### src/rtl/mem_bus_if.sv
// Data-memory bus: one req/ack transaction per access, little-endian byte lanes.
// Latency: none, wires only.
// Backpressure: the master holds bus_req and every request field stable until bus_ack.
interface mem_bus_if #(
    parameter int ADDR_W = 32
);
    logic              bus_req;
    logic              bus_we;
    logic [ADDR_W-1:0] bus_addr;
    logic [3:0]        bus_be;
    logic [31:0]       bus_wdata;
    logic [31:0]       bus_rdata;
    logic              bus_ack;

    modport master (
        output bus_req, bus_we, bus_addr, bus_be, bus_wdata,
        input  bus_rdata, bus_ack
    );

    modport slave (
        input  bus_req, bus_we, bus_addr, bus_be, bus_wdata,
        output bus_rdata, bus_ack
    );
endinterface

### src/rtl/mem_access_unit.sv
// Memory-stage load/store responder: one decoded access -> one bus transaction.
// Latency: ack in the Nth request cycle gives N+1 stall cycles, result in the following RESP cycle.
// Backpressure: stall holds the pipeline while a transaction is pending; a silent bus times out after TIMEOUT cycles.
module mem_access_unit #(
    parameter int ADDR_W  = 32,
    parameter int TIMEOUT = 16
) (
    input  logic              clk,
    input  logic              rst,
    input  logic              memRd,
    input  logic              memWt,
    input  logic [2:0]        Load,
    input  logic [1:0]        Store,
    input  logic [ADDR_W-1:0] addr,
    input  logic [31:0]       st_data,
    output logic              stall,
    output logic [31:0]       ld_data,
    output logic              ld_valid,
    output logic              align_err,
    output logic              bus_err,
    mem_bus_if.master         bus
);
    localparam int CNT_W = (TIMEOUT > 2) ? $clog2(TIMEOUT) : 1;

    typedef enum logic [1:0] {IDLE, WAIT, RESP} state_t;
    typedef enum logic [1:0] {SZ_B, SZ_H, SZ_W} size_t;

    state_t            state_q, state_d;
    size_t             size_q, size_d;
    logic              op_ld_q, op_ld_d;
    logic              uns_q, uns_d;
    logic              err_q, err_d;
    logic [1:0]        lane_q, lane_d;
    logic [CNT_W-1:0]  cnt_q, cnt_d;
    logic [3:0]        be_q, be_d;
    logic [31:0]       wdata_q, wdata_d;
    logic [ADDR_W-1:0] baddr_q, baddr_d;
    logic [31:0]       ld_data_q, ld_data_d;
    logic              req_c;

    // Decode of the incoming access (only meaningful in IDLE).
    logic  acc_c, is_ld_c, mis_c, uns_c;
    size_t size_c;
    logic [3:0]  be_c;
    logic [31:0] wdata_c;
    // Lane-selected pieces of the returning read word.
    logic [7:0]  rd_byte;
    logic [15:0] rd_half;
    logic [31:0] rd_ext;

    // Decode size, alignment, byte enables and replicated write data.
    always_comb begin
        acc_c   = memRd | memWt;
        is_ld_c = memRd;
        uns_c   = Load[0];
        if (is_ld_c) begin
            size_c = Load[2] ? SZ_W : (Load[1] ? SZ_H : SZ_B);
        end else begin
            size_c = Store[1] ? SZ_W : (Store[0] ? SZ_H : SZ_B);
        end
        mis_c = ((size_c == SZ_H) && addr[0]) || ((size_c == SZ_W) && (addr[1:0] != 2'b00));
        be_c    = 4'b1111;
        wdata_c = st_data;
        if (!is_ld_c) begin
            case (size_c)
                SZ_B: begin
                    be_c    = 4'b0001 << addr[1:0];
                    wdata_c = {4{st_data[7:0]}};
                end
                SZ_H: begin
                    be_c    = addr[1] ? 4'b1100 : 4'b0011;
                    wdata_c = {2{st_data[15:0]}};
                end
                default: begin
                    be_c    = 4'b1111;
                    wdata_c = st_data;
                end
            endcase
        end
    end

    // Extract and extend the addressed byte/half/word from the read data.
    always_comb begin
        case (lane_q)
            2'd0:    rd_byte = bus.bus_rdata[7:0];
            2'd1:    rd_byte = bus.bus_rdata[15:8];
            2'd2:    rd_byte = bus.bus_rdata[23:16];
            default: rd_byte = bus.bus_rdata[31:24];
        endcase
        rd_half = lane_q[1] ? bus.bus_rdata[31:16] : bus.bus_rdata[15:0];
        case (size_q)
            SZ_B:    rd_ext = uns_q ? {24'b0, rd_byte} : {{24{rd_byte[7]}}, rd_byte};
            SZ_H:    rd_ext = uns_q ? {16'b0, rd_half} : {{16{rd_half[15]}}, rd_half};
            default: rd_ext = bus.bus_rdata;
        endcase
    end

    // Next-state logic and strobes; reset forces every combinational output low.
    always_comb begin
        state_d   = state_q;
        size_d    = size_q;
        op_ld_d   = op_ld_q;
        uns_d     = uns_q;
        err_d     = err_q;
        lane_d    = lane_q;
        cnt_d     = cnt_q;
        be_d      = be_q;
        wdata_d   = wdata_q;
        baddr_d   = baddr_q;
        ld_data_d = ld_data_q;
        stall     = 1'b0;
        ld_valid  = 1'b0;
        align_err = 1'b0;
        bus_err   = 1'b0;
        ld_data   = 32'b0;
        req_c     = 1'b0;
        case (state_q)
            IDLE: begin
                if (acc_c) begin
                    if (mis_c) begin
                        align_err = 1'b1;
                    end else begin
                        stall   = 1'b1;
                        op_ld_d = is_ld_c;
                        size_d  = size_c;
                        uns_d   = uns_c;
                        lane_d  = addr[1:0];
                        be_d    = be_c;
                        wdata_d = wdata_c;
                        baddr_d = {addr[ADDR_W-1:2], 2'b00};
                        cnt_d   = '0;
                        state_d = WAIT;
                    end
                end
            end
            WAIT: begin
                stall = 1'b1;
                req_c = 1'b1;
                if (bus.bus_ack) begin
                    err_d     = 1'b0;
                    ld_data_d = op_ld_q ? rd_ext : 32'b0;
                    state_d   = RESP;
                end else if (cnt_q == CNT_W'(TIMEOUT - 1)) begin
                    err_d     = 1'b1;
                    ld_data_d = 32'b0;
                    state_d   = RESP;
                end else begin
                    cnt_d = cnt_q + CNT_W'(1);
                end
            end
            default: begin
                ld_valid = op_ld_q && !err_q;
                bus_err  = err_q;
                ld_data  = (op_ld_q && !err_q) ? ld_data_q : 32'b0;
                state_d  = IDLE;
            end
        endcase
        if (rst) begin
            stall     = 1'b0;
            ld_valid  = 1'b0;
            align_err = 1'b0;
            bus_err   = 1'b0;
            ld_data   = 32'b0;
            req_c     = 1'b0;
        end
    end

    // State and latched transaction fields.
    always_ff @(posedge clk) begin
        if (rst) begin
            state_q   <= IDLE;
            size_q    <= SZ_B;
            op_ld_q   <= 1'b0;
            uns_q     <= 1'b0;
            err_q     <= 1'b0;
            lane_q    <= 2'b0;
            cnt_q     <= '0;
            be_q      <= 4'b0;
            wdata_q   <= 32'b0;
            baddr_q   <= '0;
            ld_data_q <= 32'b0;
        end else begin
            state_q   <= state_d;
            size_q    <= size_d;
            op_ld_q   <= op_ld_d;
            uns_q     <= uns_d;
            err_q     <= err_d;
            lane_q    <= lane_d;
            cnt_q     <= cnt_d;
            be_q      <= be_d;
            wdata_q   <= wdata_d;
            baddr_q   <= baddr_d;
            ld_data_q <= ld_data_d;
        end
    end

    assign bus.bus_req   = req_c;
    assign bus.bus_we    = !op_ld_q && (be_q != 4'b0);
    assign bus.bus_addr  = baddr_q;
    assign bus.bus_be    = be_q;
    assign bus.bus_wdata = wdata_q;
endmodule

### src/flat_wrapper.sv
// flat-port wrapper written by rule: the top's interface ports become plain ports
module mem_access_unit_flat 
#(
    parameter int ADDR_W  = 32,
    parameter int TIMEOUT = 16
)
  (clk, rst, memRd, memWt, Load, Store, addr, st_data, stall, ld_data, ld_valid, align_err, bus_err, bus_bus_req, bus_bus_we, bus_bus_addr, bus_bus_be, bus_bus_wdata, bus_bus_rdata, bus_bus_ack);
  mem_bus_if #(.ADDR_W(ADDR_W)) bus_i ();
  input  logic clk;
  input  logic rst;
  input  logic memRd;
  input  logic memWt;
  input  logic [2:0] Load;
  input  logic [1:0] Store;
  input  logic [ADDR_W-1:0] addr;
  input  logic [31:0] st_data;
  output logic stall;
  output logic [31:0] ld_data;
  output logic ld_valid;
  output logic align_err;
  output logic bus_err;
  output wire logic [$bits(bus_i.bus_req)-1:0] bus_bus_req;
  output wire logic [$bits(bus_i.bus_we)-1:0] bus_bus_we;
  output wire logic [$bits(bus_i.bus_addr)-1:0] bus_bus_addr;
  output wire logic [$bits(bus_i.bus_be)-1:0] bus_bus_be;
  output wire logic [$bits(bus_i.bus_wdata)-1:0] bus_bus_wdata;
  input wire logic [$bits(bus_i.bus_rdata)-1:0] bus_bus_rdata;
  input wire logic [$bits(bus_i.bus_ack)-1:0] bus_bus_ack;
  assign bus_bus_req = bus_i.bus_req;
  assign bus_bus_we = bus_i.bus_we;
  assign bus_bus_addr = bus_i.bus_addr;
  assign bus_bus_be = bus_i.bus_be;
  assign bus_bus_wdata = bus_i.bus_wdata;
  assign bus_i.bus_rdata = bus_bus_rdata;
  assign bus_i.bus_ack = bus_bus_ack;
  mem_access_unit #(.ADDR_W(ADDR_W), .TIMEOUT(TIMEOUT)) u_core (.clk(clk), .rst(rst), .memRd(memRd), .memWt(memWt), .Load(Load), .Store(Store), .addr(addr), .st_data(st_data), .stall(stall), .ld_data(ld_data), .ld_valid(ld_valid), .align_err(align_err), .bus_err(bus_err), .bus(bus_i));
endmodule
### config.mk
export PLATFORM = sky130hd
export DESIGN_NAME = mem_access_unit_flat
export DESIGN_NICKNAME = d
export VERILOG_FILES = /design/src/rtl/mem_bus_if.sv /design/src/rtl/mem_access_unit.sv /design/src/flat_wrapper.sv
export SDC_FILE = /design/constraint.sdc
export NUM_CORES = 1
export LEC_CHECK = 0
export ABC_AREA = 1
export ABC_CLOCK_PERIOD_IN_PS = 2000
export CORE_MARGIN = 2
export CORE_UTILIZATION = 44
export CTS_BUF_LIST = sky130_fd_sc_hd__clkbuf_4 sky130_fd_sc_hd__clkbuf_8 sky130_fd_sc_hd__clkbuf_16
export DETAILED_ROUTE_END_ITERATION = 12
export PLACE_DENSITY = 0.78
export RECOVER_POWER = 25
export SKIP_LAST_GASP = 1
export SYNTH_ARGS = -nofsm -noshare
export SYNTH_HDL_FRONTEND = slang
export SYNTH_SLANG_ARGS = --single-unit
### constraint.sdc
create_clock -name clk -period 2 [get_ports clk]
set_input_delay 0.4 -clock clk [delete_from_list [all_inputs] [get_ports clk]]
set_output_delay 0.4 -clock clk [all_outputs]
set_load 0.05 [all_outputs]
==> results.py <==
metrics = {
    "setup_path": {
        "worst_path_dominant_cell_family": "buffers and inverters",
        "critical-path-slowest-cell": "sky130_fd_sc_hd__clkdlybuf4s50_1",
        "crit_buf_inv": 1,
        "worst-path-max-fanout": 2,
        "criticalPathCategory": "flop to output port",
        "cp_data_arrival_time_ps": 1540,
        "worstPathRequired_ps": 1600,
        "path_cells": "clkdlybuf4s50_1",
        "setup.worst_path.end_class": "output port",
        "max_incr_delay_on_cp_ps": 840,
        "critical_path.startpoint_type": "flop",
        "r2r_slack_ps": 340,
    },
    "die": {
        "top_level_pins": 212,
        "floorplan.die_area_mm2": 0.0134,
        "fp.coreArea_mm2": 0.0121,
        "die-width_um": 116,
        "initial_utilization": 0.453,
        "rows": 40,
        "die_h_um": 116,
    },
    "synthesis": {
        "synth_fa_ha_area_frac": 0.00228,
        "synth_top_area_frac": 0.405,
        "synth_compound_area_frac": 0.176,
        "synth.largest_area_cell": "sky130_fd_sc_hd__dfxtp_1",
        "ys.warnings.count": 0,
        "postSynthRegisterBits": 111,
        "most_common_cell_in_the_synthesized_netlist": "sky130_fd_sc_hd__nand2_1",
        "postSynthAreaPerCell_um2": 6.66,
        "count_of_flip_flops_with_a_built_in_enable_after_synthesis": 0,
        "top_cells_by_area_in_the_synthesized_netlist": "sky130_fd_sc_hd__dfxtp_1 40%, sky130_fd_sc_hd__nand2_1 17%, sky130_fd_sc_hd__a21oi_1 8.6%, sky130_fd_sc_hd__nor2_1 6.6%, sky130_fd_sc_hd__inv_1 5.1%",
        "synth_top_flop_cell": "sky130_fd_sc_hd__dfxtp_1",
        "ys_top_cells_by_count": "246 x sky130_fd_sc_hd__nand2_1, 111 x sky130_fd_sc_hd__dfxtp_1, 97 x sky130_fd_sc_hd__nor2_1",
        "synth-seq-area-share": 0.405,
        "muxShareOfSynthArea": 0,
        "syn-instance-count": 825,
        "syn_area_mm2": 0.00549,
        "post_synthesis_xor_xnor_area_fraction": 0.00159,
        "async_flop_share": 0,
        "synth-simple-area-share": 0.315,
        "largest_family_of_logic_cells_by_synthesized_area": "simple AND/OR/NAND/NOR gates",
        "post_synth_num_cell_types": 36,
    },
    "global_routing": {
        "global_route.usage.total": 0.253,
        "grt_antenna_before_repair": 0,
        "grt_pass1_vias": 5592,
        "grt_pass1_wl_um": 26800,
        "grt_remaining_overflow": 0,
        "pin_count_of_the_biggest_net_entering_global_routing": 53,
    },
    "power_and_ir_drop": {
        "power-per-cell-area_mw_per_mm2": 747,
        "p_leak_nw": 3.37,
        "vdd_drop_max_v": 0.000534,
        "power.total_mw": 6.14,
    },
    "clocking": {
        "cts_made_buffers": 9,
        "clock_tree_from_tritoncts": "built",
        "clock-root-buffer": "sky130_fd_sc_hd__clkbuf_16",
        "worstSkewPairLatency_ps": 350,
        "numClockSinks": 111,
        "cts.clk_slew.worst_paths_ps": 70,
        "ctsLongestPathBuffers": 2,
        "h-tree-depth": 3,
    },
    "route": {
        "detail_route.vias_per_cell": 4.92,
        "antenna_violating_nets_post_route": 0,
        "detail_route.drc_violations": 0,
        "detail_route.iter0.violations": 384,
        "routed-via-count": 5978,
        "firstDrtPassIters": 5,
        "detail_route.wirelength_um": 17200,
        "route.detailed.wl_per_inst_um": 14.2,
    },
    "timing": {
        "finalHoldViolations": 0,
        "setup_viol_count_final": 0,
        "whs_ps": 463,
        "rsz0062_at_grt": "yes",
        "timing.fmax_mhz": 515,
        "layout_worst_path_cycle_share": 0.971,
        "final_slew_viol_count": 0,
        "worstMarginPinSlew_ps": 716,
        "final_worst_path_setup_slack_ps": 57.8,
        "slew_headroom": 0.523,
        "timing.clock.skew_ps": 7.73,
        "min_period_ps": 1940,
    },
    "final_layout": {
        "layout-drive-gt1-share": 0.150,
        "n_antenna_cell": 0,
        "areaGrowthSynthToFinish_pct": 49.8,
        "final_nets": 1150,
        "nFillCells": 1070,
    },
    "placed_design": {
        "pre_cts_ws_ps": -231,
        "gp_congestion": 0.976,
        "portBuffers": 209,
        "hpwl_um": 12600,
    },
    "outcome": {
        "run_status": "complete, no violations",
    },
    "hold_path": {
        "worstHoldPathType": "flop to flop",
    },
    "flow_run": {
        "max_cap_viol_count": 0,
    },
}
-- routing by layer --
metal,share of wire,vias up,global-route usage
met5,0,-,0
met2,0.48,250,0.439
met3,0.10,37,0.0858
met4,0.026,0,0.103
met1,0.39,2660,0.286
li1,-,3031,-
-- metrics by stage --
stage	utilization	instances	cell area (um2)	TNS (ps)
after floorplan	-	826	5520	0
after global placement	0.650	1196	7870	-9170
after detailed placement	0.650	1196	7870	-13150
after CTS	0.676	1215	8190	0
after global routing	0.679	1216	8230	-174
final	0.679	1216	8230	0
-- repair_timing --
item                                    in CTS  in global routing
pin swaps                                    4                  2
hold buffers                                 0                  0
gates resized for setup                      4                 26
endpoints found under the setup margin       2                 35
buffers inserted                             3                  1
endpoints found under the hold margin        0                  0
-- sequential cells by signal, indices dropped and copies added (netlist names), 2 cells and up --
name / flops
u_core.bus.bus_wdata: 32
u_core.ld_data_q: 32
u_core.bus.bus_addr: 30
u_core.bus.bus_be: 4
u_core.cnt_q: 4
u_core.lane_q: 2
u_core.size_q: 2
u_core.state_q: 2
-- path summary, 6_finish.rpt --
| kind | startpoint | to | cells after the start |
|---|---|---|---|
| max | u_core.bus.bus_addr[15] | bus_bus_addr[15] | 1 |
| min | u_core.bus.bus_wdata[1] | u_core.bus.bus_wdata[1] | 2 |
| max reg2reg | u_core.state_q[1] | u_core.ld_data_q[5] | 7 |
| min reg2reg | u_core.bus.bus_wdata[1] | u_core.bus.bus_wdata[1] | 2 |
-- where the power goes --
part	switching, mW	internal [mW]	total [mW]	leakage (nW)
Sequential	0.0892	2.36	2.45	0.906
Clock	0.815	0.982	1.80	0.146
Combinational	1.17	0.724	1.90	2.32
Total	2.08	4.07	6.14	3.37
-- cell families after synthesis --
kind of cell,count (synthesis)
buffers and inverters,125
other,1
adders and majority gates,1
and+or+nand+nor,411
AOI/OAI and AO/OA,175
DFF,111
xor gates and xnor gates,1
-- placed cells by master, fill, tap and decap left out, drive strengths merged --
master and count:
dlygate4sd2 3, bufinv 1, inv 75, clkinv 6
ha 1, o21a 1, nand3 29, clkbuf 23
o22ai 1, o211ai 8, dfxtp 111, nand3b 2
or2 6, nand4 4, nor2 101, nor3 2
clkdlybuf4s50 155, a21oi 111, dlymetal6s2s 2, buf 81
conb 2, clkinvlp 1, o21ai 53, a31oi 1
xor2 1, nand2 267
-- worst min-delay path, delay by kind of cell, from the launching register on --
family	cells	cell delay, ps
AOI/OAI and AO/OA	1	50
and+or+nand+nor	1	60
DFF	1	310
-- layout make-up --
cell class | instances | area, um2 | area share
clock inverter | 6 | 61.3 | 0.00745
tap | 168 | 210 | 0.0256
inverter | 77 | 289 | 0.0351
multi-input combinational | 590 | 2760 | 0.335
clock buffer | 10 | 233 | 0.0283
timing repair buffer | 254 | 2460 | 0.299
sequential | 111 | 2220 | 0.270
Power figures use the tool's default switching activity.
==> patch: new RTL, config.mk and constraints unchanged <==
Re-encode `size_t` (3 values) as one-hot, 3 bits wide.
--- a/src/rtl/mem_access_unit.sv
+++ b/src/rtl/mem_access_unit.sv
@@ -23,7 +23,7 @@
     localparam int CNT_W = (TIMEOUT > 2) ? $clog2(TIMEOUT) : 1;
 
     typedef enum logic [1:0] {IDLE, WAIT, RESP} state_t;
-    typedef enum logic [1:0] {SZ_B, SZ_H, SZ_W} size_t;
+    typedef enum logic [2:0] {SZ_B = 3'b001, SZ_H = 3'b010, SZ_W = 3'b100} size_t;
 
     state_t            state_q, state_d;
     size_t             size_q, size_d;
Formal check against the unedited RTL: same outputs for any inputs over 4 cycles, from zero or initial values and one cycle with rst high; so few cycles prove little.
==> patch against the original RTL <==
Power down 1.3%; wire length up 7.2%; worst setup slack worse by 0.017 ns; hold slack better by 0.0016 ns; die area up 1.4%; area after synthesis up 1.5%; synthesized cell count up 7.8%; sequential cell count up 1; register-to-register slack worse by 0.04 ns; design area up 7.8%; fmax down 0.86%; critical path type unchanged; largest cell class unchanged.
==> patch: results (changes against the original RTL) <==
Outcome
  – Status: complete, no violations

Final layout
  – Fraction of layout cells with a size suffix above 1: 0.1370 (-0.01279)
  – Layout fillers: 1,011 (-5.5%)
  – Final net count: 1,204 (+4.7%)

Pwr
  – Net Switching: 2.111 mW (+1.6%)
  – Combinational gate power: 1.79 mW (-6%)
  – Leak Pwr: 3.730 nW (+11%)

STA
  – Hold_ws: 0.4648 ns (+0.001595 ns)
  – Final WS setup: 0.04095 ns (-0.01683 ns)
  – Clk_skew: 0.006366 ns (-0.001367 ns)

Synth
  – Largest cells by area after synthesis: dfxtp_1, nand2_1, a21oi_1, inv_1, nor2_1
  – Library cells used by synthesis: 28 (-22%)
  – Post-synthesis sequential area ratio: 0.4024 (-0.002223)

CTS
  – Cts repair resizes: 44 (+40)
  – Post-CTS Setup Bufs: 1 (-2)

Placed design
  – Setup WS pre-CTS: -0.3473 ns (-0.1159 ns)

Routing
  – Via/cell ratio: 4.993 (+1.6%)
  – DR iter-0 viols: 506 (+32%)
  – Routed WL: 18.45 mm (+7.2%)

GRT
  – Largest net degree at the start of global routing: 73 (+38%)
  – Initial antenna violation count: 1 (+1)

Setup path
  – Critical Path Sink: ld_data[30]
  – Worst Path Arrival: 1.56 ns (+0.02 ns)
  – R2r worst-path depth: 9 (+2)
  – Critical R2R Launch: u_core.lane_q[1]
  – R2r setup slk: 0.30 ns (-0.04 ns)
-- patch: final cells by class --
class / count / area (um^2) / area share
Inverter: 95 / 356.6 / 0.04020
Sequential cell: 112 / 2246 / 0.2532
Tap cell: 172 / 215.2 / 0.02426
Clock buffer: 10 / 239.0 / 0.02694
Multi-Input combinational cell: 629 / 2880 / 0.3247
Clock inverter: 6 / 61.31 / 0.006912
Timing Repair Buffer: 250 / 2872 / 0.3237
-- patch: tightest hold or removal path, stage by stage, from the launching register on --
cell	delay, ns
dfxtp_1	0.32
nand2_1	0.06
a21oi_1	0.05
-- patch: cell families after synthesis --
logic type      after synthesis  synth area share
fa+ha+maj                     1          0.002245
xor+xnor                      1          0.001572
other cells                   1         0.0006731
buf+inv                     149            0.1098
flops                       112            0.4024
simple gates                432            0.3083
compound gates              193            0.1749
-- patch: per-layer routing --
metal	up-vias	GRT usage	wire, um
li1	3197	-	-
met1	2839	0.3384	7633
met2	275	0.4240	8652
met3	48	0.06694	1623
met4	2	0.09490	521
met5	-	0	13
